[src/rtl/atmr_ctrl_pkg.sv]
// Shared definitions for the ATMR exhaustive-sweep controller: FSM states,
// default widths and the bitwise majority helper used by the voter check.
package atmr_ctrl_pkg;

   typedef enum logic [1:0] {
      ST_IDLE  = 2'd0,
      ST_SWEEP = 2'd1,
      ST_DRAIN = 2'd2,
      ST_DONE  = 2'd3
   } state_e;

   localparam int N_IN_DEF    = 7;
   localparam int N_OUT_DEF   = 10;
   localparam int DUT_LAT_DEF = 1;
   localparam int CNT_W_DEF   = 8;

   // Applied per bit position to build the majority of three output words.
   function automatic logic maj3(input logic a, input logic b, input logic c);
      return (a & b) | (a & c) | (b & c);
   endfunction

endpackage

[src/rtl/atmr_div_cnt.sv]
// Divergence counter: saturating count of flagged vectors plus a latch of the
// first vector that was flagged since the last clear.
module atmr_div_cnt #(
   parameter int N_IN  = 7,
   parameter int CNT_W = 8
) (
   input  logic             clk,
   input  logic             rst,
   input  logic             i_clr,
   input  logic             i_en,
   input  logic             i_mis,
   input  logic [N_IN-1:0]  i_vec,
   output logic [CNT_W-1:0] o_cnt,
   output logic [N_IN-1:0]  o_first
);

   logic [CNT_W-1:0] r_cnt;
   logic [N_IN-1:0]  r_first;

   always_ff @(posedge clk) begin
      if (rst || i_clr) begin
         r_cnt   <= '0;
         r_first <= '0;
      end else if (i_en && i_mis) begin
         // A zero count means no mismatch yet, so this vector is the first one.
         if (r_cnt == '0)
            r_first <= i_vec;
         if (r_cnt != '1)
            r_cnt <= r_cnt + 1'b1;
      end
   end

   assign o_cnt   = r_cnt;
   assign o_first = r_first;

endmodule

[src/rtl/atmr_sweep_ctrl.sv]
// Exhaustive-sweep controller for an ATMR block: walks every input vector once
// and counts replica divergences and voter faults on the latency-aligned outputs.
module atmr_sweep_ctrl
   import atmr_ctrl_pkg::*;
#(
   parameter int N_IN    = N_IN_DEF,
   parameter int N_OUT   = N_OUT_DEF,
   parameter int DUT_LAT = DUT_LAT_DEF,
   parameter int CNT_W   = CNT_W_DEF
) (
   input  logic             clk,
   input  logic             rst,
   input  logic             start_i,
   input  logic             abort_i,
   output logic [N_IN-1:0]  vec_o,
   output logic             vec_vld_o,
   input  logic [N_OUT-1:0] ori_i,
   input  logic [N_OUT-1:0] mai_i,
   input  logic [N_OUT-1:0] men_i,
   input  logic [N_OUT-1:0] vote_i,
   output logic             busy_o,
   output logic             done_o,
   output logic [CNT_W-1:0] err_ori_o,
   output logic [CNT_W-1:0] err_mai_o,
   output logic [CNT_W-1:0] err_men_o,
   output logic [CNT_W-1:0] vfault_o,
   output logic [N_IN-1:0]  first_ori_o,
   output logic [N_IN-1:0]  first_mai_o,
   output logic [N_IN-1:0]  first_men_o
);

   localparam int              DW         = (DUT_LAT > 1) ? $clog2(DUT_LAT) : 1;
   localparam logic [DW-1:0]   DRAIN_LAST = DW'(DUT_LAT - 1);
   localparam logic [N_IN-1:0] LAST_VEC   = '1;

   state_e            r_state;
   logic [N_IN-1:0]   r_vec;
   logic              r_vld;
   logic [DW-1:0]     r_drain;
   logic              w_go;
   logic              w_clr;
   logic              w_en;
   logic              w_tap_vld;
   logic [N_IN-1:0]   w_tap_vec;
   logic [N_OUT-1:0]  w_maj;
   logic [N_IN-1:0]   w_vf_first_unused;

   // Abort outranks start whenever both arrive together.
   assign w_go  = start_i & ~abort_i;
   assign w_clr = w_go & ((r_state == ST_IDLE) | (r_state == ST_DONE));

   always_ff @(posedge clk) begin
      if (rst) begin
         r_state <= ST_IDLE;
         r_vec   <= '0;
         r_vld   <= 1'b0;
         r_drain <= '0;
      end else begin
         case (r_state)
            ST_IDLE, ST_DONE: begin
               if (w_go) begin
                  r_state <= ST_SWEEP;
                  r_vec   <= '0;
                  r_vld   <= 1'b1;
               end else begin
                  r_state <= ST_IDLE;
               end
            end
            ST_SWEEP: begin
               if (abort_i) begin
                  r_state <= ST_IDLE;
                  r_vld   <= 1'b0;
               end else if (r_vec == LAST_VEC) begin
                  r_state <= ST_DRAIN;
                  r_vld   <= 1'b0;
                  r_drain <= '0;
               end else begin
                  r_vec <= r_vec + 1'b1;
               end
            end
            ST_DRAIN: begin
               if (abort_i)
                  r_state <= ST_IDLE;
               else if (r_drain == DRAIN_LAST)
                  r_state <= ST_DONE;
               else
                  r_drain <= r_drain + 1'b1;
            end
            default: r_state <= ST_IDLE;
         endcase
      end
   end

   assign vec_o     = r_vec;
   assign vec_vld_o = r_vld;
   assign busy_o    = (r_state == ST_SWEEP) | (r_state == ST_DRAIN);
   assign done_o    = (r_state == ST_DONE);

   // Latency alignment: the registered vector itself is the first tap stage.
   generate
      if (DUT_LAT == 1) begin : g_lat1
         assign w_tap_vld = r_vld;
         assign w_tap_vec = r_vec;
      end else begin : g_latn
         logic            r_vld_p [DUT_LAT-1];
         logic [N_IN-1:0] r_vec_p [DUT_LAT-1];

         always_ff @(posedge clk) begin
            if (rst || abort_i) begin
               for (int i = 0; i < DUT_LAT - 1; i++)
                  r_vld_p[i] <= 1'b0;
            end else begin
               r_vld_p[0] <= r_vld;
               for (int i = 1; i < DUT_LAT - 1; i++)
                  r_vld_p[i] <= r_vld_p[i-1];
            end
         end

         always_ff @(posedge clk) begin
            r_vec_p[0] <= r_vec;
            for (int i = 1; i < DUT_LAT - 1; i++)
               r_vec_p[i] <= r_vec_p[i-1];
         end

         assign w_tap_vld = r_vld_p[DUT_LAT-2];
         assign w_tap_vec = r_vec_p[DUT_LAT-2];
      end
   endgenerate

   assign w_en = w_tap_vld & ~abort_i;

   always_comb begin
      w_maj = '0;
      for (int b = 0; b < N_OUT; b++)
         w_maj[b] = maj3(ori_i[b], mai_i[b], men_i[b]);
   end

   atmr_div_cnt #(.N_IN(N_IN), .CNT_W(CNT_W)) u_cnt_ori (
      .clk(clk), .rst(rst), .i_clr(w_clr), .i_en(w_en), .i_mis(ori_i != vote_i),
      .i_vec(w_tap_vec), .o_cnt(err_ori_o), .o_first(first_ori_o));

   atmr_div_cnt #(.N_IN(N_IN), .CNT_W(CNT_W)) u_cnt_mai (
      .clk(clk), .rst(rst), .i_clr(w_clr), .i_en(w_en), .i_mis(mai_i != vote_i),
      .i_vec(w_tap_vec), .o_cnt(err_mai_o), .o_first(first_mai_o));

   atmr_div_cnt #(.N_IN(N_IN), .CNT_W(CNT_W)) u_cnt_men (
      .clk(clk), .rst(rst), .i_clr(w_clr), .i_en(w_en), .i_mis(men_i != vote_i),
      .i_vec(w_tap_vec), .o_cnt(err_men_o), .o_first(first_men_o));

   atmr_div_cnt #(.N_IN(N_IN), .CNT_W(CNT_W)) u_cnt_vf (
      .clk(clk), .rst(rst), .i_clr(w_clr), .i_en(w_en), .i_mis(vote_i != w_maj),
      .i_vec(w_tap_vec), .o_cnt(vfault_o), .o_first(w_vf_first_unused));

endmodule

[config.mk]
export PLATFORM = sky130hd
export DESIGN_NAME = atmr_sweep_ctrl
export DESIGN_NICKNAME = d
export VERILOG_FILES = /design/src/rtl/atmr_ctrl_pkg.sv /design/src/rtl/atmr_div_cnt.sv /design/src/rtl/atmr_sweep_ctrl.sv
export SDC_FILE = /design/constraint.sdc
export NUM_CORES = 1
export LEC_CHECK = 0
export BUFFER_PORTS_ARGS = -buffer_cell sky130_fd_sc_hd__buf_2
export CAP_MARGIN = 0
export CORE_ASPECT_RATIO = 1.25
export CORE_MARGIN = 2
export CORE_UTILIZATION = 30
export CTS_BUF_LIST = sky130_fd_sc_hd__clkbuf_16
export DETAILED_ROUTE_END_ITERATION = 6
export GPL_TIMING_DRIVEN = 1
export PLACE_DENSITY_LB_ADDON = 0.12
export RECOVER_POWER = 25
export SLEW_MARGIN = 40
export SYNTH_ARGS = -nofsm -noshare
export SYNTH_HDL_FRONTEND = slang
export SYNTH_SLANG_ARGS = --single-unit
export TNS_END_PERCENT = 10
[constraint.sdc]
create_clock -name clk -period 6 [get_ports clk]
set_clock_uncertainty 0.2 [all_clocks]
set_input_delay 0.6 -clock clk [delete_from_list [all_inputs] [get_ports clk]]
set_output_delay 0.6 -clock clk [all_outputs]
set_load 0.03 [all_outputs]
==> impl_metrics.yaml <==
logic_synthesis:
  syn-cell-area_sq_um: 3620
  synth_area_leaders: "dfxtp_1, mux2i_1, nor2_1"
  ys_top_cells_by_count: "dfxtp_1, nor2_1, mux2i_1, nand2_1, xnor2_1"
  synth_largest_area_cell: "dfxtp_1"
  yosys.cell_types.count: 53
  synth_seq_cells: 63
  async_flop_share_pct: 0
  avgSynthCellArea_sq_um: 8.57
  synth-edff-count: 0
  synth_top_area_share_pct: 34.8
  syn_nets: 478
  syn_inst: 423
  yosysWarnings: 0
  ys.flop_type: "dfxtp_1"
  ys_seq_area_share_pct: 34.8
  yosysMostFrequentCell: "dfxtp_1"
pwr:
  clock_power_share_pct: 47.6
  p_per_area_nw_per_um2: 236
  seqPwrFrac_pct: 40.1
  p_leak_nw: 1.77
  ir_drop_mv: 0.102
  p_sw_share_pct: 25.6
  intPower_w: 0.000792
  p_comb_share_pct: 12.3
  p_switching_w: 0.000273
clocking:
  cts_setup_buffers: 0
  clk_pin_slew_ns: 0.05
  cts_tree: "built"
  worstSkewPairLatency_ns: 0.33
  cts_hold_buf: 0
  cts_max_path_buffers: 2
  cts-root-buf: "clkbuf_16"
  htree_levels: 3
  clkSinkCount: 63
  cts_buffers: 9
  cts_resized: 0
worst_setup_path:
  startpoint_type: "primary input"
  max_stage_delay_ns: 0.63
  cp-end-kind: "flip-flop"
  cpMaxStageDelayCell: "or4_2"
  required_ns: 6.06
  worstPathArrival_ns: 2.50
  ff2ff_setup_slack_ns: 3.59
  crit_type: "primary input to flip-flop"
  crit_path_cell_trace: "buf_2, maj3_1, xor2_1, nor4_1, and4_1, or4_2, a21oi_1"
  cp_max_fo: 11
routing:
  viasPerCell: 4.85
  first_iter_violations: 125
  firstDrtPassIters: 4
  drc_errors: 0
  ant_nets: 0
  drt-total-wl_microns: 9630
  wire_per_inst_microns: 14.0
  vias: 3342
global_routing:
  grt_max_degree: 46
  grt_pass1_wl_microns: 15400
  grtUsageTotal_pct: 15.4
  grt_antenna_before_repair: 0
  overflow: 0
  grt_pass1_vias: 3120
die:
  dieArea_sq_um: 13000
  boundaryPins: 107
  core_sq_um: 11700
  start_util_pct: 30.9
  rows: 44
  die_w_microns: 102
  die_h_microns: 127
sta:
  setup_slack_ns: 3.57
  setup_tns_ns: 0
  hold_violations: 0
  slew_headroom_pct: 49.1
  rsz0062_at_grt: "no"
  whs_ns: 0.290
  min_period_ns: 2.43
  finalSetupViolCount: 0
  timing.final.crit_share_pct: 40.6
  maxSlewViolCount: 0
  timing.fmax_mhz: 411
  worst_pin_slew_ns: 0.759
layout:
  drive_gt1_share_pct: 20.3
  insertedDiodeCount: 0
  syn_to_final_growth_pct: 24.4
  fin_cells: 689
  final_nets: 578
run:
  max_cap_violations: 0
place:
  dp_hpwl_microns: 7320
  dp_cells: 673
  portBuffers: 106
  place_ws_ns: 3.21
  place_congestion: 0.792
status:
  status: "finished clean"
worst_hold_path:
  hp-class: "flip-flop to flip-flop"
-- layout by cell type, fill, tap and decap left out, types with 3 or more instances in the layout --
master and instances:
and3_1 11, inv_1 14, or3_2 3, a211oi_1 7, nor3_1 4, mux2i_1 32
nand3_1 11, nor4_1 4, and4_1 3, o21ai_0 13, o31ai_1 4, a21oi_1 21
a31oi_1 6, maj3_1 4, nor4b_1 3, clkbuf_16 9, a31o_2 3, nand2_1 25
xnor2_1 25, nor2_1 58, buf_2 75, xor2_1 19, or3_1 13, nor2b_1 4
clkbuf_1 31, nand4_1 13, dfxtp_1 63, ha_1 11
-- worst paths after layout --
check / start / endpoint / cells past startpoint
setup / recovery: men_i[1] / u_cnt_vf.o_cnt[7]$_SDFFE_PP0P_ / 7
hold / removal: u_cnt_mai.o_first[1]$_SDFFE_PP0P_ / u_cnt_mai.o_first[1]$_SDFFE_PP0P_ / 2
setup reg to reg: r_state[0]$_SDFFE_PP0P_ / u_cnt_ori.o_cnt[7]$_SDFFE_PP0P_ / 8
hold reg to reg: u_cnt_mai.o_first[1]$_SDFFE_PP0P_ / u_cnt_mai.o_first[1]$_SDFFE_PP0P_ / 2
-- power groups by stage --
stage                      logic, W  registers [W]  clock network (W)
after floorplan           0.0000832       0.000440                  0
after global placement     0.000132       0.000435                  0
after detailed placement   0.000133       0.000436                  0
after CTS                  0.000133       0.000426           0.000523
after global routing       0.000146       0.000427           0.000545
final                      0.000131       0.000426           0.000507
-- cell type report --
type                            instances  area [sq um]
Clock inverter                          7          63.8
Clock buffer                            9           225
Inverter                               14          52.6
Timing Repair Buffer                  107           499
Tap cell                              161           201
Fill cell                            1251          7220
Sequential cell                        63          1260
Multi-Input combinational cell        328          2210
-- routing by layer --
| metal | global-route usage [%] | wire length, microns | vias to the layer above | share of wire [%] |
|---|---|---|---|---|
| met4 | 5.73 | 120 | 0 | 1.2 |
| met2 | 26.0 | 4760 | 75 | 49 |
| met3 | 4.30 | 440 | 8 | 4.6 |
| met5 | 0 | 0 | - | 0 |
| met1 | 18.4 | 4310 | 1543 | 45 |
| li1 | - | - | 1716 | - |
-- critical path: cells and delay by family --
kind / cells / cell delay, ns
fa+ha+maj: 1 / 0.36
xor+xnor: 1 / 0.22
buf+inv: 1 / 0.11
compound gates: 1 / 0.15
simple gates: 3 / 1.05
-- cells by family after synthesis --
kind of cell	Yosys count	share of synthesized area, %
buf+inv	32	4.59
flops	63	34.8
mux	32	8.84
compound gates	72	13.0
fa+ha+maj	15	4.90
xor+xnor	44	10.6
simple gates	165	23.2
-- stage by stage --
stage / utilization, % / instance area [sq um] / power (W)
final: 38.5 / 4510 / 0.00106
after global routing: 38.5 / 4510 / 0.00112
after CTS: 38.7 / 4540 / 0.00108
after detailed placement: 36.3 / 4250 / 0.000568
after global placement: 36.2 / 4250 / 0.000567
after floorplan: - / 3620 / 0.000523
-- registers in the layout, indices dropped and copies added (netlist names) --
register and cells:
vec_vld_o 1, r_state 2, u_cnt_ori.o_first 7, u_cnt_mai.o_first 7, u_cnt_mai.o_cnt 8, u_cnt_men.o_cnt 8
u_cnt_men.o_first 7, u_cnt_ori.o_cnt 8, u_cnt_vf.o_cnt 8, vec_o 7
(Power assumes the default switching activity.)
